## config.mk

```make
export PLATFORM = sky130hd
export DESIGN_NAME = pipeline_hazard_ctrl
export DESIGN_NICKNAME = d
export VERILOG_FILES = /design/src/rtl/pipeline_pkg.sv /design/src/rtl/fwd_unit.sv /design/src/rtl/pipeline_hazard_ctrl.sv
export SDC_FILE = /design/constraint.sdc
export NUM_CORES = 1
export LEC_CHECK = 0
export CAP_MARGIN = 25
export CORE_MARGIN = 2
export CORE_UTILIZATION = 40
export DETAILED_ROUTE_END_ITERATION = 8
export PLACE_DENSITY_LB_ADDON = 0.1
export SLEW_MARGIN = 40
export SYNTH_ARGS = -nofsm -noshare
export SYNTH_HDL_FRONTEND = slang
export SYNTH_HIERARCHICAL = 1
export SYNTH_SLANG_ARGS = --single-unit
export TNS_END_PERCENT = 20
```

## constraint.sdc

```tcl
create_clock -name clk -period 2.69 [get_ports clk]
set_clock_uncertainty 0.2 [all_clocks]
set_input_delay 0.4035 -clock clk [delete_from_list [all_inputs] [get_ports clk]]
set_output_delay 0.4035 -clock clk [all_outputs]
set_load 0.02 [all_outputs]
```

## src/rtl/pipeline_pkg.sv

```systemverilog
// Shared types and constants for the 3-stage RV32 pipeline hazard controller.
package pipeline_pkg;

  typedef enum logic [1:0] {
    PC_PLUS4  = 2'd0,
    PC_BRANCH = 2'd1,
    PC_MTVEC  = 2'd2,
    PC_MEPC   = 2'd3
  } pc_sel_e;

  typedef enum logic [1:0] {
    RUN      = 2'd0,
    MEM_WAIT = 2'd1,
    TRAP     = 2'd2
  } ctrl_state_e;

  typedef enum logic [3:0] {
    CAUSE_NONE   = 4'd0,
    CAUSE_BUSERR = 4'd5,
    CAUSE_IRQ    = 4'd11
  } cause_e;

  // addi x0, x0, 0 is what a flushed pipeline register holds
  localparam logic [31:0] NOP_INSTR = 32'h0000_0013;
  localparam logic [4:0]  REG_ZERO  = 5'd0;

endpackage

```

## src/rtl/fwd_unit.sv

```systemverilog
// MW -> DE operand forwarding compare; x0 is never forwarded.
module fwd_unit
  import pipeline_pkg::*;
(
  input  logic [4:0] rs1_addr,
  input  logic [4:0] rs2_addr,
  input  logic [4:0] rd_addr,
  input  logic       reg_wr,
  output logic       fwd_a,
  output logic       fwd_b
);

  assign fwd_a = reg_wr && (rd_addr != REG_ZERO) && (rd_addr == rs1_addr);
  assign fwd_b = reg_wr && (rd_addr != REG_ZERO) && (rd_addr == rs2_addr);

endmodule

```

## src/rtl/pipeline_hazard_ctrl.sv

```systemverilog
// Hazard/sequencing controller: stalls, flushes, forwarding, PC source,
// data-memory wait sequencing with bus-error timeout, interrupt entry and mret.
module pipeline_hazard_ctrl
  import pipeline_pkg::*;
#(
  parameter int MEM_TIMEOUT = 16,
  parameter int CNT_W       = 5
) (
  input  logic       clk,
  input  logic       rst_n,
  input  logic [4:0] rs1_addrDE,
  input  logic [4:0] rs2_addrDE,
  input  logic [4:0] rd_addrMW,
  input  logic       reg_wrMW,
  input  logic       rd_enMW,
  input  logic       wr_enMW,
  input  logic       is_mretMW,
  input  logic       dmem_ack,
  input  logic       br_takenDE,
  input  logic       irq_req,
  output logic       stall_IF,
  output logic       stall_MW,
  output logic       flush_DE,
  output logic       flush_MW,
  output logic       fwd_a,
  output logic       fwd_b,
  output logic [1:0] pc_sel,
  output logic       trap_take,
  output logic [3:0] trap_cause
);

  localparam logic [CNT_W-1:0] TIMEOUT_CNT = CNT_W'(MEM_TIMEOUT);

  ctrl_state_e      state_reg, state_next;
  logic [CNT_W-1:0] wait_cnt_reg, wait_cnt_next;
  cause_e           cause_reg, cause_next;

  logic mem_req;
  logic stall;
  logic fwd_a_raw, fwd_b_raw;

  assign mem_req = rd_enMW | wr_enMW;
  assign stall   = ((state_reg == RUN) && mem_req && !dmem_ack) ||
                   ((state_reg == MEM_WAIT) && !dmem_ack);

  fwd_unit u_fwd (
    .rs1_addr (rs1_addrDE),
    .rs2_addr (rs2_addrDE),
    .rd_addr  (rd_addrMW),
    .reg_wr   (reg_wrMW),
    .fwd_a    (fwd_a_raw),
    .fwd_b    (fwd_b_raw)
  );

  always_ff @(posedge clk) begin
    if (!rst_n) begin
      state_reg    <= RUN;
      wait_cnt_reg <= '0;
      cause_reg    <= CAUSE_NONE;
    end else begin
      state_reg    <= state_next;
      wait_cnt_reg <= wait_cnt_next;
      cause_reg    <= cause_next;
    end
  end

  // wait_cnt counts MEM_WAIT cycles; the RUN request cycle adds one stall cycle
  always_comb begin
    state_next    = state_reg;
    wait_cnt_next = wait_cnt_reg;
    cause_next    = cause_reg;
    case (state_reg)
      RUN: begin
        if (mem_req && !dmem_ack) begin
          state_next    = MEM_WAIT;
          wait_cnt_next = CNT_W'(1);
        end else if (irq_req && !mem_req) begin
          state_next = TRAP;
          cause_next = CAUSE_IRQ;
        end
      end
      MEM_WAIT: begin
        if (dmem_ack) begin
          state_next    = RUN;
          wait_cnt_next = '0;
        end else if (wait_cnt_reg == TIMEOUT_CNT) begin
          state_next = TRAP;
          cause_next = CAUSE_BUSERR;
        end else if (wait_cnt_reg < TIMEOUT_CNT) begin
          wait_cnt_next = wait_cnt_reg + CNT_W'(1);
        end
      end
      TRAP: begin
        state_next    = RUN;
        wait_cnt_next = '0;
      end
      default: begin
        state_next    = RUN;
        wait_cnt_next = '0;
      end
    endcase
  end

  // Redirects also apply in the MEM_WAIT ack cycle so a held branch is not lost
  always_comb begin
    stall_IF   = 1'b0;
    stall_MW   = 1'b0;
    flush_DE   = 1'b0;
    flush_MW   = 1'b0;
    fwd_a      = 1'b0;
    fwd_b      = 1'b0;
    pc_sel     = PC_PLUS4;
    trap_take  = 1'b0;
    trap_cause = CAUSE_NONE;
    if (rst_n) begin
      fwd_a = fwd_a_raw;
      fwd_b = fwd_b_raw;
      if (stall) begin
        stall_IF = 1'b1;
        stall_MW = 1'b1;
      end else if (state_reg == TRAP) begin
        trap_take  = 1'b1;
        trap_cause = cause_reg;
        pc_sel     = PC_MTVEC;
        flush_DE   = 1'b1;
        flush_MW   = 1'b1;
      end else if (is_mretMW) begin
        pc_sel   = PC_MEPC;
        flush_DE = 1'b1;
        flush_MW = 1'b1;
      end else if (br_takenDE) begin
        pc_sel   = PC_BRANCH;
        flush_DE = 1'b1;
      end
    end
  end

endmodule
```

==> flow_metrics.py, run 1 <==
metrics = {
    "floorplan": {
        "pin_count": 37,
        "num_rows": 16,
        "die_y_um": 49.20,
        "dieArea_mm2": 0.002420,
        "core_mm2": 0.001942,
        "die_w_um": 49.20,
        "initial_utilization": 0.4207,
    },
    "critical_path": {
        "cp-start-kind": "input pin",
        "cp.required_ps": 2090,
        "path_delay_family": "buffers and inverters",
        "end_kind": "output pin",
        "worst_path_most_repeated_cell": "clkdlybuf4s50_1",
        "worstPathCellList": "clkdlybuf4s50_1 -> o31a_2 -> nor3_1 -> clkdlybuf4s50_1",
        "worstSetupPathType": "input pin to output pin",
        "worstPathArrival_ps": 2030,
        "worstPathMaxFanout": 5,
        "cp_slowest_cell": "clkdlybuf4s50_1",
        "slowest_delay_ps": 640,
        "crit_buf_inv": 2,
    },
    "route": {
        "wl_per_cell_um": 12.01,
        "dr.pass1.iters": 4,
        "initialDrtViolationCount": 18,
        "drtAntennaViolNets": 0,
        "wirelength_um": 2029,
        "routed_via_density": 5.166,
        "drt_drc_violations_left": 0,
        "vias": 873,
    },
    "power_and_ir_drop": {
        "vdd_drop_max_mv": 0.3180,
        "cellLeakagePower_nw": 0.5386,
        "power_density_mw_per_mm2": 352.0,
    },
    "min_path": {
        "min_path_type": "flop to flop",
    },
    "sta": {
        "fmax_mhz": 379.9,
        "min_period_over_period": 0.9785,
        "rsz0062_at_grt": "yes",
        "worst_pin_slew_ps": 408.1,
        "min_period_ps": 2632,
        "setup_viol": 0,
        "finalSetupTns_ps": 0,
        "drv_slew": 0,
        "finalHoldViolCount": 0,
        "slew_headroom": 0.7241,
    },
    "clock_tree": {
        "clk_pin_slew_ps": 70,
        "h-tree-depth": 1,
        "cts-root-buf": "clkbuf_4",
        "cts_tree": "built",
        "numCtsBuffers": 3,
        "cts.sinks": 10,
        "cts_hold_buf": 0,
        "clock_latency_ps": 280,
        "cts_max_path_buffers": 2,
    },
    "yosys": {
        "seq_area_frac_synth": 0.2450,
        "syn-num-nets": 123,
        "synth_cell_type_count": 40,
        "synthCells": 97,
        "yosys_warnings": 6,
        "ys_ff_latch": 10,
        "synth_area_per_cell_um2": 8.423,
        "syn_area_um2": 817.0,
    },
    "global_route": {
        "grt_pass1_wl_um": 3574,
        "grt_pass1_vias": 844,
        "grt_max_degree": 12,
        "antenna_found_initial": 0,
        "gr-usage-all-layers": 0.1948,
        "overflow": 0,
    },
    "final_layout": {
        "area_growth_pct": 58.96,
        "diodes": 0,
        "final_area_mm2": 0.001299,
        "nets": 169,
        "fill_cells": 169,
        "largest_reg_flops": 5,
        "drive_above_1_share": 0.1690,
        "final_common_cell": "clkdlybuf4s50_1",
        "layout_common_cells": "clkdlybuf4s50_1 (32), dfxtp_1 (10), buf_4 (10)",
    },
    "place": {
        "place_area_mm2": 0.001255,
        "numPortBuffers": 36,
        "gp_congestion": 0.8159,
        "hpwl_um": 1684,
    },
    "status": {
        "status": "finished, final reports clean",
    },
    "job": {
        "drv_cap": 0,
    },
}
[path summary, 6_finish.rpt]
| kind | startpoint | slack (ps) | cells after the start | endpoint |
|---|---|---|---|---|
| max | wr_enMW | 60 | 4 | pc_sel[0] |
| max reg2reg | state_reg[0] | 1070 | 4 | cause_reg[1] |
| min | cause_reg[0] | 290 | 1 | cause_reg[0] |
| min reg2reg | cause_reg[0] | 290 | 1 | cause_reg[0] |
[routing by layer]
layer	GRT usage	part of all wire	up-vias	wire length, um
met4	0.08571	0.018	0	36
met3	0.05828	0.037	5	75
li1	-	-	452	-
met2	0.3311	0.52	15	1065
met5	0	0	-	0
met1	0.2235	0.42	401	852
[power by group]
group          total (mW)  leakage [nW]  internal, mW  switching [mW]
combinational       0.154         0.436        0.0854          0.0683
sequential          0.163        0.0814         0.155         0.00830
clock               0.140        0.0210        0.0825          0.0578
total               0.457         0.539         0.323           0.134
[per-stage QoR]
step	setup WS [ps]	std cells	hold WS, ps	util	total power [mW]
CTS	56.85	169	288.7	0.6637	0.4628
global route	-4.205	169	311.6	0.6688	0.4844
finish	57.79	169	286.4	0.6688	0.4571
global placement	-111.9	165	253.9	0.6463	0.3169
floorplan	785.4	97	244.2	-	0.2396
detailed placement	-149.2	165	275.6	0.6463	0.3203
[synthesized netlist by cell type]
cell	n	share of area
o211a_1	1	0.012
o21ai_0	3	0.018
dfxtp_1	10	0.25
nor2_2	1	0.0077
inv_1	8	0.037
nor2_1	4	0.018
a2111o_1	1	0.014
or3b_1	1	0.011
o21bai_4	1	0.023
o311a_2	1	0.014
and4bb_1	1	0.015
nor4_1	2	0.015
o31a_2	1	0.012
or4b_1	1	0.012
buf_4	3	0.028
nor2b_1	1	0.0077
and4bb_2	1	0.015
nand2_1	6	0.028
o31a_1	1	0.011
clkbuf_1	1	0.0046
o22ai_1	1	0.0077
ha_1	2	0.031
o211ai_1	1	0.0092
xor2_1	4	0.043
buf_2	1	0.0061
mux2i_1	3	0.037
nor3b_1	1	0.0092
nor3_1	2	0.012
o2111ai_1	4	0.043
a21oi_1	4	0.025
xnor2_1	6	0.064
or4_1	1	0.0092
and3_1	5	0.038
nand3_1	3	0.018
a21oi_2	1	0.011
and2b_1	1	0.0092
and2_1	3	0.023
nor4b_1	1	0.011
a211oi_2	2	0.031
nand4_1	2	0.015
[repair_timing]
item | CTS | global route
endpoints found under the hold margin | 0 | 0
endpoints found under the setup margin | 2 | 6
cloned | 0 | 0
buffers inserted | 0 | 0
gates resized for setup | 2 | 4
[cell type report]
class	count	area [um2]	share of cell area
multi-input cells	74	560.5	0.4316
repair buffers	46	437.9	0.3372
flip-flops and latches	10	200.2	0.1541
clock buffers	4	36.28	0.02794
well taps	27	33.78	0.02601
inverters	8	30.03	0.02312
[kinds of logic after synthesis]
logic type | synth area share
and+or+nand+nor | 0.2757
adders and majority gates | 0.03062
AOI/OAI and AO/OA | 0.2297
DFF | 0.2450
buffers and inverters | 0.07503
xor gates and xnor gates | 0.1072
muxes | 0.03675
Note: power is estimated with default switching activity, not from simulation.
==> inputs of run 2 (changes only) <==
- PLACE_DENSITY: unset -> 0.88
- PLACE_DENSITY_LB_ADDON: 0.1 -> unset
==> run 2 against run 1 <==
Compared with the run above:
- worst setup slack got worse by 28 ps
- die area stayed put
- core utilization is 1.2 points lower
- register-to-register slack got worse by 130 ps
- combinational power about the same
- clock power decreased by 27%
- first-iteration DRC count is 33% higher
- worst hold slack worse by 0.76 ps
- via count rose by 2.6%
- clock-buffer cell count shrank 1
- critical endpoint unchanged
- cell count shrank 1.2%
==> flow_metrics.py, run 2 (synthesis results as in run 1) <==
metrics = {
    "sta": {
        "rsz0062_at_grt": "no",
        "hold_slack_ps": 285.6,
        "finalSetupTns_ps": 0,
        "worst_pin_slew_ps": 514.2,
        "drv_slew": 0,
        "setup_viol": 0,
        "min_period_ps": 2661,
        "min_period_over_period": 0.9891,
        "finalHoldViolCount": 0,
        "slew_headroom": 0.6524,
        "fmax_mhz": 375.8,
    },
    "floorplan": {
        "die_y_um": 49.20,
        "pin_count": 37,
        "core_mm2": 0.001942,
        "die_w_um": 49.20,
        "initial_utilization": 0.4207,
        "num_rows": 16,
        "dieArea_mm2": 0.002420,
    },
    "global_route": {
        "grt_pass1_vias": 972,
        "grt_max_degree": 12,
        "overflow": 0,
        "gr-usage-all-layers": 0.2009,
        "grt_pass1_wl_um": 3870,
        "antenna_found_initial": 0,
    },
    "final_layout": {
        "diodes": 0,
        "fill_cells": 169,
        "multi_input_area_um2": 560.5,
        "area_growth_pct": 56.05,
        "layout_common_cells": "clkdlybuf4s50_1 (33), dfxtp_1 (10), buf_4 (9)",
        "ff_latch_area_um2": 200.2,
        "nets": 168,
        "final_common_cell": "clkdlybuf4s50_1",
        "drive_above_1_share": 0.1571,
        "largest_reg_flops": 5,
    },
    "route": {
        "drt_drc_violations_left": 0,
        "drtAntennaViolNets": 0,
        "wirelength_um": 2289,
        "initialDrtViolationCount": 24,
        "wl_per_cell_um": 13.71,
        "vias": 896,
        "dr.pass1.iters": 4,
        "routed_via_density": 5.365,
    },
    "place": {
        "gp_congestion": 0.8566,
        "numPortBuffers": 36,
        "hpwl_um": 1826,
    },
    "critical_path": {
        "rrSetupSlack_ps": 940,
        "slowest_delay_ps": 630,
        "cp_slowest_cell": "clkdlybuf4s50_1",
        "r2r_start": "state_reg[0]",
        "worstSetupPathType": "input pin to output pin",
        "worstPathMaxFanout": 5,
        "worst_path_most_repeated_cell": "clkdlybuf4s50_1",
        "path_delay_family": "buffers and inverters",
        "crit_buf_inv": 2,
        "worstPathCellList": "clkdlybuf4s50_1 -> o31a_2 -> nor3_1 -> clkdlybuf4s50_1",
        "cp.required_ps": 2090,
        "end_kind": "output pin",
        "worstPathArrival_ps": 2060,
        "r2r_cells": 4,
        "cp-start-kind": "input pin",
        "reg2reg_to": "cause_reg[0]",
    },
    "clock_tree": {
        "cts-root-buf": "clkbuf_4",
        "clk_pin_slew_ps": 60,
        "cts.sinks": 10,
        "cts_setup_buffers": 0,
        "cts_max_path_buffers": 2,
        "clock_latency_ps": 260,
        "numCtsBuffers": 3,
        "h-tree-depth": 1,
        "cts_hold_buf": 0,
        "cts_tree": "built",
        "post_cts_resized": 2,
    },
    "job": {
        "drv_cap": 0,
    },
    "power_and_ir_drop": {
        "cellLeakagePower_nw": 0.5047,
        "vdd_drop_max_mv": 0.2989,
        "power_density_mw_per_mm2": 329.5,
    },
    "min_path": {
        "min_path_cells": 1,
        "min_to": "cause_reg[0]",
        "worstHoldStart": "cause_reg[0]",
        "min_path_type": "flop to flop",
    },
    "status": {
        "status": "finished, final reports clean",
    },
}
==> run 2: cell types whose count changed in the layout (fill, tap and decap cells not counted), sizes merged <==
cell and delta:
dlymetal6s2s -1, buf -1, clkdlybuf4s50 +1, clkbuf -1
==> run 2: worst reg2reg max path, stage by stage, from the launching register on <==
cell,delay (ps)
dfxtp_1,360
buf_4,200
nor2_2,250
nor4b_1,490
o31a_1,200
==> run 2: routing by layer <==
metal,part of all wire,vias up,GRT usage
li1,-,444,-
met1,0.41,415,0.1977
met2,0.51,35,0.3941
met3,0.069,2,0.07975
met4,0.0092,0,0.02857
met5,0,-,0
==> run 2: layout make-up <==
type	count	area share
multi-input combinational	74	0.4396
timing repair buffer	45	0.3356
sequential	10	0.1570
tap	27	0.02650
inverter	8	0.02355
clock buffer	3	0.01766
==> run 2: how the worst max path moves through the flow <==
stage	startpoint	to	depth (start not counted)
6_report	wr_enMW	pc_sel[0]	4
2_1_floorplan	wr_enMW	pc_sel[1]	3
5_1_grt	rd_addrMW[1]	fwd_b	6
4_1_cts	wr_enMW	pc_sel[0]	4
3_5_place_dp	rd_addrMW[1]	fwd_a	6
3_3_place_gp	rd_addrMW[1]	fwd_a	6
==> run 2: metrics by stage <==
stage	cell area, um2	utilization	worst slack (ps)	power, mW	instances
after CTS	1267	0.6527	45.14	0.4196	167
after global placement	1247	0.6424	-132.4	0.3146	164
final	1275	0.6566	29.35	0.4202	167
after global routing	1275	0.6566	10.60	0.4378	167
after floorplan	817.0	-	785.4	0.2396	97
after detailed placement	1247	0.6424	-173.7	0.3201	164
==> run 2: report_power, final <==
group	switching (mW)	leakage, nW	internal, mW
registers	0.00827	0.0814	0.155
logic	0.0704	0.409	0.0850
clock network	0.0500	0.0138	0.0516
total	0.129	0.505	0.292
==> inputs of run 3 (changes only) <==
- CORE_MARGIN: 2 -> 10
==> run 3 against run 2 <==
Compared with the run above:
- the run now ends with negative setup slack left
- worst hold slack gained 26 ps
- core utilization grew 0.39 points
- via count grew 2.9%
- global-route usage shrank 7.4 points
- sequential power is essentially flat
- critical path depth grew 2
- sequential cell count is the same
- non-clock buffer count is the same
- clock power grew 36%
- power grew 9.5%
- clock-buffer cell count grew 1
- cell count grew 0.60%
- largest power group unchanged
==> flow_metrics.py, run 3 (synthesis results as in run 1) <==
metrics = {
    "route": {
        "routed_via_density": 5.488,
        "wl_per_cell_um": 16.22,
        "wl_met3_um": 212,
        "initialDrtViolationCount": 29,
        "highest_layer": "met4",
        "route.met2.wl_um": 1387,
        "drtAntennaViolNets": 0,
        "wirelength_um": 2725,
        "dr.pass1.iters": 4,
        "drt_drc_violations_left": 0,
        "wl_met1_um": 1084,
        "vias": 922,
    },
    "clock_tree": {
        "clock_latency_ps": 270,
        "cts_max_path_buffers": 2,
        "cts_tree": "built",
        "cts.sinks": 10,
        "numCtsBuffers": 3,
        "clk_pin_slew_ps": 70,
        "cts-root-buf": "clkbuf_4",
        "cts_setup_buffers": 0,
        "h-tree-depth": 1,
    },
    "final_layout": {
        "layout_common_cells": "clkdlybuf4s50_1 (33), dfxtp_1 (9), buf_4 (9)",
        "fill_cells": 172,
        "nets": 168,
        "final_common_cell": "clkdlybuf4s50_1",
        "final_area_mm2": 0.001282,
        "fin_cells": 168,
        "drive_above_1_share": 0.1773,
        "diodes": 0,
        "area_growth_pct": 56.97,
        "largest_reg_flops": 5,
    },
    "global_route": {
        "overflow": 0,
        "gr-usage-all-layers": 0.1273,
        "antenna_found_initial": 0,
        "grt_max_degree": 17,
        "grt_pass1_vias": 962,
        "grt_pass1_wl_um": 4367,
    },
    "sta": {
        "setup_viol": 1,
        "fmax_mhz": 370.7,
        "min_period_over_period": 1.003,
        "finalHoldViolCount": 0,
        "hold_slack_ps": 312.1,
        "worst_pin_slew_ps": 502.9,
        "slew_headroom": 0.6600,
        "drv_slew": 0,
        "setup_ws_ps": -7.608,
        "min_period_ps": 2698,
    },
    "floorplan": {
        "die_w_um": 65.20,
        "die_y_um": 65.20,
        "initial_utilization": 0.4207,
        "num_rows": 16,
        "dieArea_mm2": 0.004250,
        "pin_count": 37,
        "core_mm2": 0.001942,
    },
    "critical_path": {
        "cp.required_ps": 2090,
        "worstSetupPathType": "input pin to output pin",
        "end_kind": "output pin",
        "worstPathMaxFanout": 2,
        "slowest_delay_ps": 570,
        "cp-start-kind": "input pin",
        "r2r_cells": 5,
        "worstPathArrival_ps": 2090,
        "cp_slowest_cell": "or4_1",
        "worstPathCellList": "clkdlybuf4s50_1 -> or4_1 -> nor2_2 -> nor4_1 -> and2_1 -> dlygate4sd2_1",
    },
    "place": {
        "gp_congestion": 0.8305,
        "numPortBuffers": 36,
        "hpwl_um": 2187,
        "place_inst": 164,
        "dp_slack_ps": -273.3,
        "place_area_mm2": 0.001247,
    },
    "min_path": {
        "min_path_cells": 2,
        "min_path_type": "flop to flop",
    },
    "job": {
        "drv_cap": 0,
    },
    "power_and_ir_drop": {
        "power_density_mw_per_mm2": 358.6,
        "cellLeakagePower_nw": 0.5024,
        "finalPower_mw": 0.4599,
        "vdd_drop_max_mv": 0.2094,
    },
    "status": {
        "violations": "negative setup slack",
        "status": "finished, violations left",
    },
}
run 3: critical path: cells and delay by family:
kind	cells	cell delay, ps
buffers and inverters	2	740
AND/OR/NAND/NOR	4	940
run 3: power by group:
part	internal [mW]	switching [mW]	total (mW)
Combinational	0.0841	0.0705	0.155
Clock	0.0821	0.0570	0.139
Sequential	0.155	0.0112	0.166
Total	0.321	0.139	0.460
run 3: what timing repair did:
item | CTS | global route
hold buffers | 0 | 0
cloned | 0 | 0
endpoints found under the setup margin | 3 | 9
resized for setup | 3 | 5
run 3: layout make-up:
class | count | area (um2) | area share
multi-input cells | 74 | 560.5 | 0.4371
repair buffers | 45 | 420.4 | 0.3278
inverters | 8 | 30.03 | 0.02341
well taps | 27 | 33.78 | 0.02634
clock buffers | 4 | 36.28 | 0.02829
flip-flops and latches | 10 | 201.4 | 0.1571
run 3: routing by layer:
layer / global-route usage / vias to the layer above
met1: 0.1237 / 441
met4: 0.04813 / 0
met3: 0.06102 / 6
met2: 0.2280 / 29
met5: 0 / -
li1: - / 446
run 3: worst paths after layout:
kind	end	startpoint	slack (ps)
max reg2reg	cause_reg[0]	wait_cnt_reg[0]	1030
min reg2reg	wait_cnt_reg[4]	wait_cnt_reg[4]	310
max	fwd_b	rd_addrMW[1]	-8
min	wait_cnt_reg[4]	wait_cnt_reg[4]	310
run 3: metrics by stage:
| stage | util | setup TNS [ps] |
|---|---|---|
| after floorplan | - | 0 |
| after global placement | 0.6424 | -276.3 |
| after detailed placement | 0.6424 | -473.7 |
| after CTS | 0.6591 | -17.66 |
| after global routing | 0.6604 | -62.78 |
| final | 0.6604 | -7.608 |
